--- config.mk ---
export PLATFORM = sky130hd
export DESIGN_NAME = board_rst_seq
export DESIGN_NICKNAME = d
export VERILOG_FILES = /design/src/rtl/board_rst_seq.sv
export SDC_FILE = /design/constraint.sdc
export NUM_CORES = 1
export LEC_CHECK = 0
export CORE_AREA = 3 3 99 101
export CTS_CLUSTER_DIAMETER = 120
export DETAILED_ROUTE_END_ITERATION = 12
export DIE_AREA = 0 0 102 104
export PLACE_DENSITY = 0.56
export SYNTH_ARGS = -nofsm -noshare
export SYNTH_HDL_FRONTEND = slang
export SYNTH_SLANG_ARGS = --single-unit
--- constraint.sdc ---
create_clock -name clk -period 3.9 [get_ports clk]
set_input_delay 0.39 -clock clk [delete_from_list [all_inputs] [get_ports clk]]
set_output_delay 0.39 -clock clk [all_outputs]
set_load 0.05 [all_outputs]
--- src/rtl/board_rst_seq.sv ---
// Board reset sequencer: debounces two buttons, qualifies MMCM lock, releases NUM_RST domains staggered.
// Optional feature: define BOARD_RST_SWREQ_EN to honour sw_req_i as a reset source (cause 11).
module board_rst_seq #(
  parameter int NUM_RST      = 3,
  parameter int DEB_CYCLES   = 16000,
  parameter int LOCK_CYCLES  = 256,
  parameter int STAGE_CYCLES = 16
) (
  input  logic               clk,
  input  logic               rst_n,
  input  logic               btn_fpga_n_i,
  input  logic               btn_mcu_i,
  input  logic               locked_i,
  input  logic               sw_req_i,
  output logic [NUM_RST-1:0] rst_n_o,
  output logic [1:0]         rst_cause_o,
  output logic               busy_o
);
  localparam int DEB_W   = $clog2(DEB_CYCLES) + 1;
  localparam int LOCK_W  = $clog2(LOCK_CYCLES) + 1;
  localparam int STAGE_W = $clog2(STAGE_CYCLES) + 1;
  localparam int IDX_W   = $clog2(NUM_RST) + 1;

  typedef enum logic [1:0] {ST_ASSERT, ST_WAIT_LOCK, ST_RELEASE, ST_RUN} state_t;

  logic fpga_p0, fpga_p1, mcu_p0, mcu_p1, lock_p0, lock_p1;
  logic fpga_lvl, mcu_lvl, btn_pressed, btn_q;
  logic [DEB_W-1:0] fpga_cnt, mcu_cnt;
  logic sw_evt;

  state_t               state, state_nxt;
  logic [STAGE_W-1:0]   hold_cnt, hold_nxt, stage_cnt, stage_nxt;
  logic [LOCK_W-1:0]    lock_cnt, lock_nxt;
  logic [IDX_W-1:0]     idx, idx_nxt;
  logic [NUM_RST-1:0]   rst_nxt;
  logic [1:0]           cause_nxt;
  logic                 btn_evt, lock_evt;

  // Stage p0/p1: two-flop synchronisers, reset to the idle / unlocked levels
  always_ff @(posedge clk or negedge rst_n) begin
    if (!rst_n) begin
      fpga_p0 <= 1'b1;
      fpga_p1 <= 1'b1;
      mcu_p0  <= 1'b0;
      mcu_p1  <= 1'b0;
      lock_p0 <= 1'b0;
      lock_p1 <= 1'b0;
    end else begin
      fpga_p0 <= btn_fpga_n_i;
      fpga_p1 <= fpga_p0;
      mcu_p0  <= btn_mcu_i;
      mcu_p1  <= mcu_p0;
      lock_p0 <= locked_i;
      lock_p1 <= lock_p0;
    end
  end

  // Debounce: level flips once DEB_CYCLES consecutive samples have disagreed with it
  always_ff @(posedge clk or negedge rst_n) begin
    if (!rst_n) begin
      fpga_lvl <= 1'b1;
      fpga_cnt <= '0;
    end else if (fpga_cnt >= DEB_W'(DEB_CYCLES)) begin
      fpga_lvl <= ~fpga_lvl;
      fpga_cnt <= '0;
    end else if (fpga_p1 != fpga_lvl) begin
      fpga_cnt <= fpga_cnt + DEB_W'(1);
    end else begin
      fpga_cnt <= '0;
    end
  end

  always_ff @(posedge clk or negedge rst_n) begin
    if (!rst_n) begin
      mcu_lvl <= 1'b0;
      mcu_cnt <= '0;
    end else if (mcu_cnt >= DEB_W'(DEB_CYCLES)) begin
      mcu_lvl <= ~mcu_lvl;
      mcu_cnt <= '0;
    end else if (mcu_p1 != mcu_lvl) begin
      mcu_cnt <= mcu_cnt + DEB_W'(1);
    end else begin
      mcu_cnt <= '0;
    end
  end

  assign btn_pressed = ~fpga_lvl | mcu_lvl;

`ifdef BOARD_RST_SWREQ_EN
  logic sw_q;

  always_ff @(posedge clk or negedge rst_n) begin
    if (!rst_n) sw_q <= 1'b0;
    else        sw_q <= sw_req_i;
  end

  assign sw_evt = sw_q;
`else
  logic sw_unused;

  assign sw_unused = sw_req_i;
  assign sw_evt    = 1'b0;
`endif

  // Sequencer state and all outputs are registered
  always_ff @(posedge clk or negedge rst_n) begin
    if (!rst_n) begin
      state       <= ST_ASSERT;
      hold_cnt    <= '0;
      lock_cnt    <= '0;
      stage_cnt   <= '0;
      idx         <= '0;
      btn_q       <= 1'b0;
      rst_n_o     <= '0;
      rst_cause_o <= 2'b00;
      busy_o      <= 1'b1;
    end else begin
      state       <= state_nxt;
      hold_cnt    <= hold_nxt;
      lock_cnt    <= lock_nxt;
      stage_cnt   <= stage_nxt;
      idx         <= idx_nxt;
      btn_q       <= btn_pressed;
      rst_n_o     <= rst_nxt;
      rst_cause_o <= cause_nxt;
      busy_o      <= (state_nxt != ST_RUN);
    end
  end

  always_comb begin
    state_nxt = state;
    hold_nxt  = hold_cnt;
    lock_nxt  = lock_cnt;
    stage_nxt = stage_cnt;
    idx_nxt   = idx;
    rst_nxt   = rst_n_o;
    cause_nxt = rst_cause_o;
    btn_evt   = btn_pressed & ~btn_q;
    // Lock loss only counts once release has started; in WAIT_LOCK it just restarts the count
    lock_evt  = ~lock_p1 & ((state == ST_RELEASE) | (state == ST_RUN));

    if ((state != ST_ASSERT) && (btn_evt | lock_evt | sw_evt)) begin
      state_nxt = ST_ASSERT;
      rst_nxt   = '0;
      hold_nxt  = '0;
      lock_nxt  = '0;
      stage_nxt = '0;
      idx_nxt   = '0;
      cause_nxt = btn_evt ? 2'b01 : (lock_evt ? 2'b10 : 2'b11);
    end else begin
      case (state)
        ST_ASSERT: begin
          rst_nxt = '0;
          if (hold_cnt >= STAGE_W'(STAGE_CYCLES)) begin
            if (!btn_pressed) state_nxt = ST_WAIT_LOCK;
          end else begin
            hold_nxt = hold_cnt + STAGE_W'(1);
          end
        end
        ST_WAIT_LOCK: begin
          if (!lock_p1) begin
            lock_nxt = '0;
          end else if (lock_cnt >= LOCK_W'(LOCK_CYCLES)) begin
            rst_nxt[0] = 1'b1;
            stage_nxt  = '0;
            idx_nxt    = IDX_W'(1);
            state_nxt  = (NUM_RST == 1) ? ST_RUN : ST_RELEASE;
          end else begin
            lock_nxt = lock_cnt + LOCK_W'(1);
          end
        end
        ST_RELEASE: begin
          if (stage_cnt >= STAGE_W'(STAGE_CYCLES - 1)) begin
            stage_nxt = '0;
            rst_nxt   = rst_n_o | (NUM_RST'(1) << idx);
            idx_nxt   = idx + IDX_W'(1);
            if (idx == IDX_W'(NUM_RST - 1)) state_nxt = ST_RUN;
          end else begin
            stage_nxt = stage_cnt + STAGE_W'(1);
          end
        end
        ST_RUN:  rst_nxt = '1;
        default: state_nxt = ST_ASSERT;
      endcase
    end
  end

endmodule

---- Word level (Yosys, flattened, before mapping) ----
Cells that the tools add are included.
storage, ports and cells
  register bits after elaboration ......... 69
  input bits .............................. 6
  output and inout bits ................... 6
  word-level logic and storage cells ...... 104
cells by class
  $add $sub $neg .......................... 6
  $lt $le $gt $ge ......................... 5
  equality and inequality tests ........... 12
  shifts and indexed selects .............. 1
  multiplexer cells ....................... 37
  bitwise gates (word level) .............. 10
  reductions and logical operators ........ 13
operator list
  kind                     count
  $mux W15                 4
  $mux W9                  4
  $mux W5                  7
  $add A15 B1 Y15 const B  2
  $ge A15 B14 Y1 const B   2
  $mux W3                  6
  $mux W2                  8
  $pmux W2 S3              2
  $add A5 B1 Y5 const B    2
  $pmux W5 S2              1
  $add A9 B1 Y9 const B    1
  $ge A9 B9 Y1 const B     1
  $ne A3 B3 Y1 const B     3
  $pmux W3 S2              1
  $reduce_and A2 Y1        3
  $reduce_and A3 Y1        2
  $reduce_bool A2 Y1       3
  $ge A5 B4 Y1 const B     1
  $ge A5 B5 Y1 const B     1
  $eq A2 B2 Y1 const B     2
  $ne A2 B2 Y1 const B     2
  $not A1 Y1               4
  $pmux W1 S4              1
  $reduce_and A4 Y1        1
  14 further kinds         20

---- Logic depth before layout (Yosys ltp) ----
  depth in word-level cells ............... 7
  gate-level depth with buffers ........... 7
  gate-level depth less buffers ........... 6

---- Worst setup path before layout ----
OpenSTA, ideal clock, no wires.
  path kind ............................... reg2reg
  start point ............................. reg stage_cnt[0]
  end point ............................... reg rst_n_o[0]
  setup time .............................. 0.079 ns
  arrival ................................. 1.939 ns
  required time ........................... 3.821 ns
  slack ................................... 1.882 ns
  stages on the path, launching flop included .. 8
  buffers on the path ..................... 1
  clock period less this slack ............ 2.018 ns
  path through ............................ dfrtp_1 ha_1 and3_1 ha_1 or4_1 clkbuf_1 o22ai_1 mux2i_1
on the way
  word-level cells in the longest chain between the ends .. 3
RTL lines
  what                         RTL line  RTL
  start, declared              32        logic [STAGE_W-1:0] hold_cnt, hold_nxt, stage_cnt, stage_nxt;
  start signal, assigned       121       stage_cnt <= stage_nxt;
  $ge A5 B4 Y1                 173       if (stage_cnt >= STAGE_W'(STAGE_CYCLES - 1)) begin
  $ne A3 B1 Y1 (no line)       --
  $reduce_and A3 Y1 (no line)  --
  end signal, assigned         124       rst_n_o <= rst_nxt;
  end, declared                15        output logic [NUM_RST-1:0] rst_n_o,
Every way passes these cells.
A chain may end at the register's enable or synchronous reset.

---- Worst setup path after layout ----
Ends and elaborated chain as after synthesis.

==> results.py <==
metrics = {
    "outcome": {
        "status": "complete, no violations",
    },
    "cts": {
        "cts_inserted_buffers": 9,
        "h-tree-depth": 3,
        "clkSinkCount": 69,
        "cts_tree": "done",
        "clk_pin_slew_worst_paths_ns": 0.07,
        "cts_root_buf": "clkbuf_8",
        "clockBufferDepth": 2,
        "clk_latency_ns": 0.34,
    },
    "power_and_ir_drop": {
        "leakage_nw": 1.68,
        "internal_power_mw": 1.40,
        "power_frac_seq": 0.438,
        "ir_worst_vdd_mv": 0.228,
        "switchingPower_uw": 675,
        "combPwrFrac": 0.230,
        "sw_frac_of_total": 0.325,
        "clockPowerShare": 0.331,
        "power_density_mw_per_mm2": 537,
    },
    "sta": {
        "finalCritPeriodShare": 0.567,
        "relSlewSlack": 0.555,
        "worstMarginPinSlew_ns": 0.661,
        "tns_ns": 0,
        "clock_skew_ns": 0.00767,
        "rsz0062_at_grt": "no",
        "finalSetupViolCount": 0,
        "fmax_mhz": 452,
        "hold_viol_final": 0,
        "layout_min_cycle_time_ns": 2.21,
        "fin_ws_ns": 1.69,
        "drv_slew": 0,
    },
    "place": {
        "port_buffers": 10,
        "place_inst": 453,
        "place_ws_ns": 1.70,
        "place_congestion": 0.762,
        "dpl_cell_area_mm2": 0.00362,
        "dp_hpwl_mm": 4.30,
    },
    "synthesis": {
        "synth-main-ff-cell": "dfrtp_1",
        "ys_types": 55,
        "synth-edff-count": 0,
        "ys_seq_area_frac": 0.505,
        "synth_area_mm2": 0.00343,
        "ys_ff_latch": 69,
        "yosysWarnings": 0,
        "syn_inst": 342,
        "async_flop_share": 1.00,
        "avgSynthCellArea_um2": 10.0,
    },
    "floorplan": {
        "coreArea_mm2": 0.00911,
        "fp-row-count": 35,
        "fp.dieArea_mm2": 0.0106,
        "die_w_um": 102,
        "die_h_um": 104,
        "boundaryPins": 12,
        "start_util": 0.376,
    },
    "flow_run": {
        "maxCapViolCount": 0,
    },
    "grt": {
        "grt_pass1_vias": 2311,
        "grt_overflow": 0,
        "grt_pass1_wl_mm": 11.0,
        "grt_max_degree": 28,
        "grt_usage": 0.130,
        "antenna_found_initial": 0,
    },
    "critical_path": {
        "crit_path_start_kind": "register",
        "end_kind": "register",
        "critPathArrivalTime_ns": 2.48,
        "cp.required_ns": 4.17,
        "worstPathMaxFanout": 7,
        "path_class": "reg2reg",
    },
    "final_layout": {
        "final_cells": 470,
        "regArea_mm2": 0.00173,
        "fill_cells": 890,
        "drive_gt1_frac": 0.0891,
        "n_antenna_cell": 0,
        "multi_input_area_mm2": 0.00155,
        "fin_nets": 374,
        "fin_area_mm2": 0.00387,
        "syn_to_final_growth_pct": 12.9,
        "postLayoutCoreUtil": 0.425,
    },
    "routing": {
        "vias": 2397,
        "drtAntennaViolNets": 0,
        "viasPerCell": 5.10,
        "drt-pass1-iter-count": 4,
        "drt_iter0_markers": 128,
        "wl_per_cell_um": 13.3,
        "wl_mm": 6.26,
        "drc": 0,
    },
    "hold_path": {
        "hold_path_class": "reg2reg",
    },
}
## cells in the mapped netlist, drive strengths merged (2+ instances only)
cell type,n,area (µm²)
dfrtp,65,1630
o22ai,2,12.5
nand2b,3,18.8
o211ai,4,30.0
ha,14,175
o21ai,13,65.1
a41oi,2,17.5
or3,4,25.0
a211o,2,17.5
xor2,16,140
nand3,15,75.1
and2,2,12.5
inv,24,92.6
nor4,3,18.8
a21oi,6,37.5
nor2,42,158
o31ai,2,15.0
a22oi,4,30.0
nand3b,2,15.0
and4,5,43.8
or4,2,15.0
mux2i,2,20.0
nor3,6,30.0
xnor2,12,105
dfstp,4,105
nor2b,6,45.0
o21a,2,15.0
buf,2,16.3
nand4,12,75.1
clkbuf,11,41.3
a31oi,8,50.1
nand2,23,86.3
and3,5,31.3
## routing by layer
layer	part of all wire	GRT usage
met1	0.51	0.182
met2	0.46	0.192
met3	0.022	0.0382
met4	0.012	0.0450
met5	0	0
## kinds of logic after synthesis
group	count (synthesis)	share of synthesized area
buf+inv	37	0.0438
simple gates	132	0.194
flops	69	0.505
fa+ha+maj	14	0.0511
other cells	1	0.00109
compound gates	58	0.124
mux	3	0.00913
xor+xnor	28	0.0716
## power groups by stage
stage               clock network (mW)  logic [mW]  registers [mW]
detailed placement                   0       0.483           0.925
floorplan                            0       0.351           0.934
CTS                              0.713       0.485           0.912
global route                     0.747       0.540           0.927
finish                           0.689       0.479           0.911
global placement                     0       0.476           0.923
## critical path, cell delays in order (launching register included)
cell and delay, ns:
dfrtp_1 0.41, ha_1 0.24, and3_1 0.19, ha_1 0.20, or4_1 0.62, o22ai_1 0.28
mux2i_1 0.21
## flip-flops by register name, summed over array words and instances (netlist names), 2 cells and up
| name | flops |
|---|---|
| fpga_cnt | 15 |
| hold_cnt | 5 |
| idx | 3 |
| lock_cnt | 9 |
| mcu_cnt | 15 |
| rst_cause_o | 2 |
| rst_n_o | 3 |
| stage_cnt | 5 |
| state | 2 |
## metrics by stage
step,power [mW],hold WS [ns]
finish,2.08,0.349
global route,2.21,0.358
CTS,2.11,0.353
detailed placement,1.41,0.337
global placement,1.40,0.333
floorplan,1.28,0.0944
## path summary, 6_finish.rpt
check                                  start          end  slack [ns]  cells past startpoint
worst max-delay path            stage_cnt[0]   rst_n_o[0]        1.69                      6
worst min-delay path                  mcu_p0       mcu_p1        0.35                      0
worst max register to register  stage_cnt[0]   rst_n_o[0]        1.69                      6
worst min register to register        mcu_p0       mcu_p1        0.35                      0
max in group asynchronous              rst_n       busy_o        2.67                      3
min in group asynchronous              rst_n  fpga_cnt[1]        0.51                      2
## cell usage in the layout (no fill, tap or decap), types with 9 or more instances in the layout
master           netlist  final
clkbuf_8               0      9
clkdlybuf4s50_1        0      9
dfrtp_1               65     65
ha_1                  14     14
inv_1                 23     23
nand2_1               23     23
nand3_1               15     15
nand4_1               12     12
nor2_1                42     42
o21ai_0               12     12
xnor2_1               12     12
xor2_1                16     16
## repair_timing
item | in CTS | in global routing
setup buffers | 0 | 0
resized for setup | 0 | 0
hold endpoints to repair | 15 | 0
hold buffers | 1 | 0
## area by class of cell
class	instances	area share
tap	111	0.0359
inverter	24	0.0239
multi-input combinational	237	0.400
clock inverter	7	0.0294
sequential	69	0.447
timing repair buffer	13	0.0310
clock buffer	9	0.0320
No activity file was read; power rests on OpenSTA's default activity.
